`src/rtl/mem_arb_pkg.sv`:
```
// -----------------------------------------------------------------------------
// mem_arb_pkg
// Shared definitions for the instruction/data memory port arbiter:
//   arb_state_t : arbiter FSM encoding (IDLE, D_BUS, I_BUS)
//   SEL_ALL     : all-ones byte-strobe pattern, sliced to the bus strobe width
//   TMR_W       : width of the bus wait counter
// -----------------------------------------------------------------------------
package mem_arb_pkg;

   typedef enum logic [1:0] {
      IDLE  = 2'd0,
      D_BUS = 2'd1,
      I_BUS = 2'd2
   } arb_state_t;

   localparam int                MAX_SW  = 64;
   localparam logic [MAX_SW-1:0] SEL_ALL = '1;

   localparam int TMR_W = 8;

endpackage : mem_arb_pkg

```
`src/rtl/mem_arb_timer.sv`:
```
// -----------------------------------------------------------------------------
// mem_arb_timer
// Counts bus wait cycles of the transaction in flight and flags expiry.
//   clk      : clock, rising edge
//   rst      : synchronous active-low reset
//   i_clr    : return the count to zero (transaction finished); wins over i_en
//   i_en     : one more cycle spent waiting for bus_ack
//   o_expire : this waiting cycle is the TIMEOUT-th one; the transaction
//              must be abandoned at the coming edge
// -----------------------------------------------------------------------------
module mem_arb_timer
   import mem_arb_pkg::*;
#(
   parameter int TIMEOUT = 255
) (
   input  logic clk,
   input  logic rst,
   input  logic i_clr,
   input  logic i_en,
   output logic o_expire
);

   // The count reaches TIMEOUT at the edge that ends the TIMEOUT-th wait cycle,
   // so expiry is flagged while the count still reads TIMEOUT-1.
   localparam logic [TMR_W-1:0] LAST = TMR_W'(TIMEOUT - 1);

   logic [TMR_W-1:0] r_cnt;

   // NOTE: state is updated with <= so every flop samples the pre-edge values,
   // regardless of the order in which the simulator runs the blocks.
   always_ff @(posedge clk) begin
      if (!rst) begin
         r_cnt <= '0;
      end else if (i_clr) begin
         r_cnt <= '0;
      end else if (i_en) begin
         r_cnt <= r_cnt + 1'b1;
      end
   end

   assign o_expire = i_en & (r_cnt == LAST);

endmodule : mem_arb_timer

```
`src/rtl/mem_port_arbiter.sv`:
```
// -----------------------------------------------------------------------------
// mem_port_arbiter
// Shares one memory bus between the fetch side and the MEM-stage data side of
// the pipelined core. One bus transaction at a time, data side first; returned
// words are latched and a single pipeline stall is held until every request
// pending in the current cycle has been satisfied.
//   clk, rst              : clock (rising edge), synchronous active-low reset
//   i_req/i_addr/i_rdata  : fetch request (level), pcF, latched instruction
//   d_req/d_we/d_sel      : data request (level), write enable, byte strobes
//   d_addr/d_wdata/d_rdata: data address, store data, latched load data
//   stall                 : combinational pipeline stall
//   bus_req..bus_wdata    : registered bus command, held until bus_ack
//   bus_rdata/bus_ack     : read data, valid with the one-cycle ack pulse
//   bus_err               : sticky flag, a transaction hit TIMEOUT wait cycles
// -----------------------------------------------------------------------------
module mem_port_arbiter
   import mem_arb_pkg::*;
#(
   parameter  int AW      = 32,
   parameter  int DW      = 32,
   parameter  int TIMEOUT = 255,
   localparam int SW      = DW / 8
) (
   input  logic          clk,
   input  logic          rst,
   input  logic          i_req,
   input  logic [AW-1:0] i_addr,
   output logic [DW-1:0] i_rdata,
   input  logic          d_req,
   input  logic          d_we,
   input  logic [SW-1:0] d_sel,
   input  logic [AW-1:0] d_addr,
   input  logic [DW-1:0] d_wdata,
   output logic [DW-1:0] d_rdata,
   output logic          stall,
   output logic          bus_req,
   output logic          bus_we,
   output logic [SW-1:0] bus_sel,
   output logic [AW-1:0] bus_addr,
   output logic [DW-1:0] bus_wdata,
   input  logic [DW-1:0] bus_rdata,
   input  logic          bus_ack,
   output logic          bus_err
);

   typedef struct packed {
      logic          we;
      logic [SW-1:0] sel;
      logic [AW-1:0] addr;
      logic [DW-1:0] wdata;
   } bus_cmd_t;

   localparam logic [SW-1:0] FETCH_SEL = SEL_ALL[SW-1:0];

   arb_state_t    r_state,   w_state_nxt;
   logic          r_i_done,  w_i_done_nxt;
   logic          r_d_done,  w_d_done_nxt;
   logic          r_bus_req, w_bus_req_nxt;
   bus_cmd_t      r_cmd,     w_cmd_nxt;
   logic [DW-1:0] r_i_rdata, w_i_rdata_nxt;
   logic [DW-1:0] r_d_rdata, w_d_rdata_nxt;
   logic          r_bus_err, w_bus_err_nxt;

   logic          w_i_pend;
   logic          w_d_pend;
   logic          w_busy;
   logic          w_stall;
   logic          w_tmr_en;
   logic          w_expire;
   logic          w_xfer_end;
   logic [DW-1:0] w_cap_data;
   bus_cmd_t      w_d_cmd;
   bus_cmd_t      w_i_cmd;

   // A request counts as pending only until its word has been captured; the
   // done flags keep a satisfied side from being re-issued while the other
   // side is still being served and the core is still holding both requests.
   assign w_i_pend = i_req & ~r_i_done;
   assign w_d_pend = d_req & ~r_d_done;
   assign w_busy   = (r_state != IDLE);
   assign w_stall  = w_i_pend | w_d_pend | w_busy;

   // An ack arriving on the expiry cycle wins: the timer is disabled by the ack,
   // so w_expire can only be set on a cycle without one.
   assign w_tmr_en   = w_busy & ~bus_ack;
   assign w_xfer_end = w_busy & (bus_ack | w_expire);
   assign w_cap_data = bus_ack ? bus_rdata : '0;

   assign w_d_cmd = {d_we, d_sel, d_addr, d_wdata};
   assign w_i_cmd = {1'b0, FETCH_SEL, i_addr, {DW{1'b0}}};

   mem_arb_timer #(
      .TIMEOUT (TIMEOUT)
   ) u_timer (
      .clk      (clk),
      .rst      (rst),
      .i_clr    (w_xfer_end),
      .i_en     (w_tmr_en),
      .o_expire (w_expire)
   );

   // NOTE: every signal written here gets its hold value first, so no path
   // through the case leaves one unassigned and no latch is inferred.
   always_comb begin
      w_state_nxt   = r_state;
      w_i_done_nxt  = r_i_done;
      w_d_done_nxt  = r_d_done;
      w_bus_req_nxt = r_bus_req;
      w_cmd_nxt     = r_cmd;
      w_i_rdata_nxt = r_i_rdata;
      w_d_rdata_nxt = r_d_rdata;
      w_bus_err_nxt = r_bus_err | w_expire;

      // Pipeline advances on this edge: both requests are fresh next cycle.
      if (!w_stall) begin
         w_i_done_nxt = 1'b0;
         w_d_done_nxt = 1'b0;
      end

      case (r_state)
         IDLE: begin
            if (w_d_pend) begin
               w_state_nxt   = D_BUS;
               w_cmd_nxt     = w_d_cmd;
               w_bus_req_nxt = 1'b1;
            end else if (w_i_pend) begin
               w_state_nxt   = I_BUS;
               w_cmd_nxt     = w_i_cmd;
               w_bus_req_nxt = 1'b1;
            end
         end

         D_BUS: begin
            if (w_xfer_end) begin
               w_d_done_nxt = 1'b1;
               if (!r_cmd.we) begin
                  w_d_rdata_nxt = w_cap_data;
               end
               // Chain straight into the fetch so the bus never idles between.
               if (w_i_pend) begin
                  w_state_nxt = I_BUS;
                  w_cmd_nxt   = w_i_cmd;
               end else begin
                  w_state_nxt   = IDLE;
                  w_bus_req_nxt = 1'b0;
               end
            end
         end

         I_BUS: begin
            if (w_xfer_end) begin
               w_i_done_nxt  = 1'b1;
               w_i_rdata_nxt = w_cap_data;
               if (w_d_pend) begin
                  w_state_nxt = D_BUS;
                  w_cmd_nxt   = w_d_cmd;
               end else begin
                  w_state_nxt   = IDLE;
                  w_bus_req_nxt = 1'b0;
               end
            end
         end

         default: begin
            w_state_nxt   = IDLE;
            w_bus_req_nxt = 1'b0;
         end
      endcase
   end

   // NOTE: only a handful of control/data flops here, so all of them are reset;
   // a reset mid-transaction simply drops the bus command.
   always_ff @(posedge clk) begin
      if (!rst) begin
         r_state   <= IDLE;
         r_i_done  <= 1'b0;
         r_d_done  <= 1'b0;
         r_bus_req <= 1'b0;
         r_cmd     <= '0;
         r_i_rdata <= '0;
         r_d_rdata <= '0;
         r_bus_err <= 1'b0;
      end else begin
         r_state   <= w_state_nxt;
         r_i_done  <= w_i_done_nxt;
         r_d_done  <= w_d_done_nxt;
         r_bus_req <= w_bus_req_nxt;
         r_cmd     <= w_cmd_nxt;
         r_i_rdata <= w_i_rdata_nxt;
         r_d_rdata <= w_d_rdata_nxt;
         r_bus_err <= w_bus_err_nxt;
      end
   end

   assign stall     = w_stall;
   assign bus_req   = r_bus_req;
   assign bus_we    = r_cmd.we;
   assign bus_sel   = r_cmd.sel;
   assign bus_addr  = r_cmd.addr;
   assign bus_wdata = r_cmd.wdata;
   assign i_rdata   = r_i_rdata;
   assign d_rdata   = r_d_rdata;
   assign bus_err   = r_bus_err;

endmodule : mem_port_arbiter

```
`config.mk`:
```
export PLATFORM = sky130hd
export DESIGN_NAME = mem_port_arbiter
export DESIGN_NICKNAME = d
export VERILOG_FILES = /design/src/rtl/mem_arb_pkg.sv /design/src/rtl/mem_arb_timer.sv /design/src/rtl/mem_port_arbiter.sv
export SDC_FILE = /design/constraint.sdc
export NUM_CORES = 1
export LEC_CHECK = 0
export BUFFER_PORTS_ARGS = -buffer_cell sky130_fd_sc_hd__buf_2
export CAP_MARGIN = 20
export CORE_ASPECT_RATIO = 0.7
export CORE_MARGIN = 5
export CORE_UTILIZATION = 46
export CTS_CLUSTER_DIAMETER = 40
export CTS_CLUSTER_SIZE = 12
export DETAILED_ROUTE_END_ITERATION = 10
export PLACE_DENSITY = 0.9
export SLEW_MARGIN = 0
export SYNTH_ARGS = -nofsm -noshare
export SYNTH_HDL_FRONTEND = slang
export SYNTH_SLANG_ARGS = --single-unit
```
`constraint.sdc`:
```
create_clock -name clk -period 2.2 [get_ports clk]
set_clock_uncertainty 0.05 [all_clocks]
set_input_delay 0.11 -clock clk [delete_from_list [all_inputs] [get_ports clk]]
set_output_delay 0.11 -clock clk [all_outputs]
set_load 0.01 [all_outputs]
```
; Word level (Yosys, flattened, before mapping)
; Cells that the tools add are included.
[totals]
output_inout_bits = 136
elab_cells = 72
reg_bits = 147
input_bits = 138
[classes]
add_sub_neg = 1
reduce_logical = 9
n_eq_ne = 9
bitwise = 14
n_mux = 27
[ops]
columns = operator, n
row1 = $mux W69, 5
row2 = $pmux W69 S3, 1
row3 = $mux W32, 1
row4 = $mux W1, 13
row5 = $mux W2, 5
row6 = $add A8 B1 Y8 const B, 1
row7 = $eq A8 B8 Y1 const B, 1
row8 = $ne A2 B2 Y1 const B, 3
row9 = $pmux W2 S3, 1
row10 = $reduce_and A3 Y1, 2
row11 = $and A1 B1 Y1, 5
row12 = $not A1 Y1, 5
row13 = $reduce_and A5 Y1, 1
row14 = $ne A2 B1 Y1 const B, 2
row15 = $or A1 B1 Y1, 4
row16 = $reduce_and A4 Y1, 1
row17 = $ne A3 B3 Y1 const B, 1
row18 = $pmux W1 S3, 1
row19 = $reduce_bool A3 Y1, 1
row20 = $eq A2 B1 Y1 const B, 1
row21 = $eq A2 B2 Y1 const B, 1
row22 = $logic_not A2 Y1, 1
row23 = $reduce_and A2 Y1, 1
row24 = $reduce_bool A2 Y1, 1
row25 = $reduce_or A2 Y1, 1

; Longest topological paths before layout
[depth]
depth_word = 7
ltp_mapped = 10
mapped_depth_nobuf = 7

; Hierarchy
; Synthesis repeated with hierarchy kept, for this count alone.
[hier_totals]
hier_cells = 582
hier_area_um2 = 5615.4
[modules_own_cells]
columns = module, instances, cells_each, seq_area_each_um2, area_each_um2
row1 = mem_port_arbiter, 1, 540, 2782.7, 5246.3
row2 = mem_arb_timer, 1, 42, 160.2, 369.1

; Worst setup path before layout
; OpenSTA, ideal clock, no wires.
[synth_timing]
path_kind = flip-flop to flip-flop
start = reg r_state[0]
end = reg r_cmd (netlist bit bus_we)
period_less_slack_ns = 1.892
path_slack_ns = 0.308
stages_incl_launch_ff = 10
arrival_ns = 1.726
path_buffers = 3
setup_time_ns = 0.117
path_cell_list = dfxtp_1 > inv_1 > ha_1 > nor2_1 > a21o_1 > buf_2 > nor2b_2 > buf_6 > buf_6 > a22o_1
[synth_between]
elab_chain_len = 7
word_cells_on_any_way = 14
cone_classes = eq/ne: 5 / mux: 1 / bitwise: 4 / reduce/logical: 4
[synth_rtl]
columns = element, line_no
row1 = from (decl), mem_port_arbiter.sv:55  ; arb_state_t r_state, w_state_nxt;
row2 = from (signal assigned), mem_port_arbiter.sv:184  ; r_state <= w_state_nxt;
row3 = $reduce_bool A2 Y1, mem_port_arbiter.sv:80  ; assign w_busy = (r_state != IDLE);
row4 = $and A1 B1 Y1, mem_port_arbiter.sv:85  ; assign w_tmr_en = w_busy & ~bus_ack;
row5 = $and A1 B1 Y1, mem_arb_timer.sv:41  ; assign o_expire = i_en & (r_cnt == LAST);
row6 = $or A1 B1 Y1, mem_port_arbiter.sv:86  ; assign w_xfer_end = w_busy & (bus_ack | w_expire);
row7 = $and A1 B1 Y1, mem_port_arbiter.sv:86
row8 = $ne A2 B1 Y1 (no source line), n/a
row9 = $reduce_and A4 Y1 (no source line), n/a
row10 = to (signal assigned), mem_port_arbiter.sv:188  ; r_cmd <= w_cmd_nxt;
row11 = to (decl), mem_port_arbiter.sv:59  ; bus_cmd_t r_cmd, w_cmd_nxt;
; Several ways; a longest one is shown, not always the timed one.
; A chain may end at the register's enable or synchronous reset.

; Worst setup path in the final report
[layout_timing]
start = reg r_state[0]
end = reg r_cmd (netlist bit bus_wdata[10])
; The elaborated chain is that of the path after synthesis.

==> flow_summary.yaml <==
outcome:
  result_of_the_run: "finished clean"
routing:
  avgViaCountPerCell: 5.55
  firstDrtPassIters: 5
  route.detailed.drc: 0
  wire_per_inst_um: 18.8
  drt-total-wl_um: 20900
  first_iter_violations: 484
  via_count: 6176
  antenna_left: 0
floorplanning:
  area_of_the_die_mm2: 0.0144
  placementRows: 33
  initial_core_util_pct: 47.2
  die_x_um: 141
  floorplan.die.height_um: 102
  fp.coreArea_mm2: 0.0118
  ios: 274
logic_synthesis:
  synth_warnings: 0
  ys_seq_elements: 147
  synth_seq_area_share_pct: 53.0
  synthesis.area_mm2: 0.00555
  post_synth_num_cell_types: 48
  synth_enable_flop_cells: 0
  syn-instance-count: 554
  synth_top_area_share_pct: 53.0
  avgSynthCellArea_um2: 10.0
  synth_fp_nets: 698
  yosysTopAreaCell: "sky130_fd_sc_hd__dfxtp_1"
  netlist_top_cells_area: "sky130_fd_sc_hd__dfxtp_1, sky130_fd_sc_hd__a22oi_1, sky130_fd_sc_hd__a22o_1, sky130_fd_sc_hd__o2bb2ai_1, sky130_fd_sc_hd__nand4_1"
  synth_async_sr_flop_share_pct: 0
  synth_flop_cell: "sky130_fd_sc_hd__dfxtp_1"
power_and_ir_drop:
  post-layout-total-power_mw: 10.7
  power_density_mw_per_mm2: 1200
  cellLeakagePower_nw: 4.02
  worst_ir_drop_vdd_v: 0.000932
global_routing:
  grt_pass1_vias: 6233
  gr-usage-all-layers_pct: 28.0
  number_of_antenna_violations_at_the_first_check_in_global_routing: 0
  grt.overflow.total: 0
  pin_count_of_the_biggest_net_entering_global_routing: 66
  grt_first_pass_wirelength_um: 32300
placed_design:
  post-dp-hpwl_um: 11800
  pre_cts_ws_ns: 0.202
  io_buffer_count: 273
  gpl.final_weighted_congestion: 0.832
  placedCellCount: 945
clocking:
  clk_transition_reported_paths_ns: 0.06
  ctsHtreeMaxLevel: 4
  clock_tree_from_tritoncts: "built"
  number_of_buffers_created_by_cts: 17
  clock-sinks: 147
  clock_latency_on_the_worst_skew_pair_ns: 0.41
  cts.root.buffer_cell: "sky130_fd_sc_hd__clkbuf_16"
  max-clock-path-buffers: 2
setup_path:
  crit_path_max_incr_delay_ns: 0.38
  crit_family: "simple AND/OR/NAND/NOR gates"
  arrival_ns: 2.33
  cp.buffers_inverters: 2
  kind_of_start_point_of_the_critical_path: "flip-flop"
  critical_path_required_ns: 2.50
  r2r_setup_slack_ns: 0.17
  crit_fanout: 33
  worstSetupPathType: "reg -> reg"
  worstPathCellList: "inv_1, ha_1, nand2b_1, a31oi_4, nand3_4, nor2b_2, buf_12, a22o_1"
  crit_slowest_cell: "sky130_fd_sc_hd__dfxtp_1"
  timing.critical_path.to_type: "flip-flop"
timing:
  final_hold_viol_count: 0
  max_freq_mhz: 492
  maxSlewHeadroom_pct: 59.6
  final_worst_path_cycle_share_pct: 92.3
  worst-slew-pin-transition_ns: 0.606
  timing_max_transition_violations_final: 0
  timing.final.setup_violations: 0
  rsz0062_at_grt: "no"
  fin_tns_setup_ns: 0
  finalWorstPathRequiredPeriod_ns: 2.03
  postLayoutSetupSlackWorst_ns: 0.169
hold_path:
  hold_path.class: "in -> reg"
cells_and_area:
  finish.cell_count_without_fillers: 1112
  layout.nets: 1083
  multi_input_area_mm2: 0.00235
  area_delta_synth_final_pct: 61.2
  fillers: 716
  fraction_of_final_layout_cells_sized_beyond_drive_strength_1_pct: 35.6
  final-seq-area_mm2: 0.00294
flow_run:
  max_cap_violations: 0
-- per-layer routing --
layer	GRT usage [%]	routed length (um)	up-vias
li1	-	-	2835
met3	8.42	2010	86
met1	32.4	7980	2851
met2	47.2	10000	404
met4	14.9	896	0
met5	0	0	-
-- through the flow --
step	util [%]	area (um^2)	hold slack, ns
after floorplan	-	5550	0.193
after global placement	59.9	7040	0.275
after detailed placement	59.9	7040	0.282
after CTS	75.7	8900	0.000337
after global routing	76.0	8940	0.0174
final	76.0	8950	0.0292
-- power by group --
part           internal [mW]  switching [mW]
Clock                   1.62            1.18
Sequential              3.34           0.416
Combinational           1.79            2.39
-- worst min-delay path: cells and delay by family --
family	cells	cell delay [ns]
AOI/OAI and AO/OA	2	0.25
buffers and inverters	1	0.09
-- Yosys cell counts, types with 5 or more instances --
| cell type | n |
|---|---|
| sky130_fd_sc_hd__dfxtp_1 | 147 |
| sky130_fd_sc_hd__a22oi_1 | 65 |
| sky130_fd_sc_hd__nor2_1 | 46 |
| sky130_fd_sc_hd__nand2_1 | 45 |
| sky130_fd_sc_hd__nand4_1 | 34 |
| sky130_fd_sc_hd__o21ai_0 | 34 |
| sky130_fd_sc_hd__a22o_1 | 33 |
| sky130_fd_sc_hd__o2bb2ai_1 | 32 |
| sky130_fd_sc_hd__clkbuf_1 | 23 |
| sky130_fd_sc_hd__buf_2 | 19 |
| sky130_fd_sc_hd__a21oi_1 | 9 |
| sky130_fd_sc_hd__ha_1 | 6 |
| sky130_fd_sc_hd__inv_1 | 6 |
| sky130_fd_sc_hd__buf_6 | 5 |
-- cell type report --
class | instances | area share (%)
antenna | 3 | 0.0839
tap | 157 | 2.20
inverter | 6 | 0.252
clock inverter | 14 | 1.58
timing repair buffer | 418 | 31.9
multi-input combinational | 349 | 26.2
sequential | 147 | 32.9
clock buffer | 18 | 4.91
-- layout by cell type, fill, tap and decap left out, types with 2 or more instances in the layout --
cell,Yosys,layout
sky130_fd_sc_hd__dlygate4sd3_1,0,129
sky130_fd_sc_hd__a31oi_4,1,2
sky130_fd_sc_hd__a21oi_1,9,9
sky130_fd_sc_hd__inv_6,0,6
sky130_fd_sc_hd__nor2_1,46,46
sky130_fd_sc_hd__ha_1,6,6
sky130_fd_sc_hd__buf_4,2,10
sky130_fd_sc_hd__buf_2,19,273
sky130_fd_sc_hd__and3_1,2,2
sky130_fd_sc_hd__o21ai_0,34,34
sky130_fd_sc_hd__nand2b_1,3,3
sky130_fd_sc_hd__a22o_1,33,33
sky130_fd_sc_hd__diode_2,0,3
sky130_fd_sc_hd__xnor2_1,4,4
sky130_fd_sc_hd__a22oi_1,65,65
sky130_fd_sc_hd__buf_12,0,6
sky130_fd_sc_hd__nand4_1,34,34
sky130_fd_sc_hd__clkbuf_16,0,17
sky130_fd_sc_hd__o2bb2ai_1,32,32
sky130_fd_sc_hd__nand3_1,3,3
sky130_fd_sc_hd__o22ai_1,4,4
sky130_fd_sc_hd__inv_1,6,6
sky130_fd_sc_hd__inv_8,0,2
sky130_fd_sc_hd__clkinvlp_4,0,3
sky130_fd_sc_hd__dfxtp_1,147,147
sky130_fd_sc_hd__xor2_1,3,3
sky130_fd_sc_hd__nand2_1,45,45
-- final timing paths --
kind                                 to  cells after the start               startpoint
max          bus_wdata[10]$_SDFFE_PN0P_                      8  r_state[0]$_SDFFE_PN0P_
min            bus_addr[1]$_SDFFE_PN0P_                      3                d_addr[1]
max reg2reg  bus_wdata[10]$_SDFFE_PN0P_                      8  r_state[0]$_SDFFE_PN0P_
min reg2reg         r_i_done$_SDFF_PN0_                      2      r_i_done$_SDFF_PN0_
-- kinds of logic after synthesis --
group	count (synthesis)	synth area share (%)
XOR/XNOR	7	1.10
buffers and inverters	58	5.23
flip-flops	147	53.0
adder cells (fa/ha/maj)	6	1.35
AO/OA/AOI/OAI	188	25.5
AND/OR/NAND/NOR	148	13.8
-- state kept, by name, summed over array words and instances (netlist names) --
signal and cells:
r_d_done 1, bus_req 1, i_rdata 32, bus_addr 32, bus_wdata 32, bus_we 1, r_i_done 1, d_rdata 32
r_state 2, bus_sel 4, bus_err 1, u_timer.r_cnt 8
-- repair_timing --
action,in CTS,in global routing
setup endpoints to repair,0,7
hold buffers,128,1
gates resized for setup,0,1
endpoints found under the hold margin,131,1
buffers inserted,0,3
No activity file was read; power rests on OpenSTA's default activity.
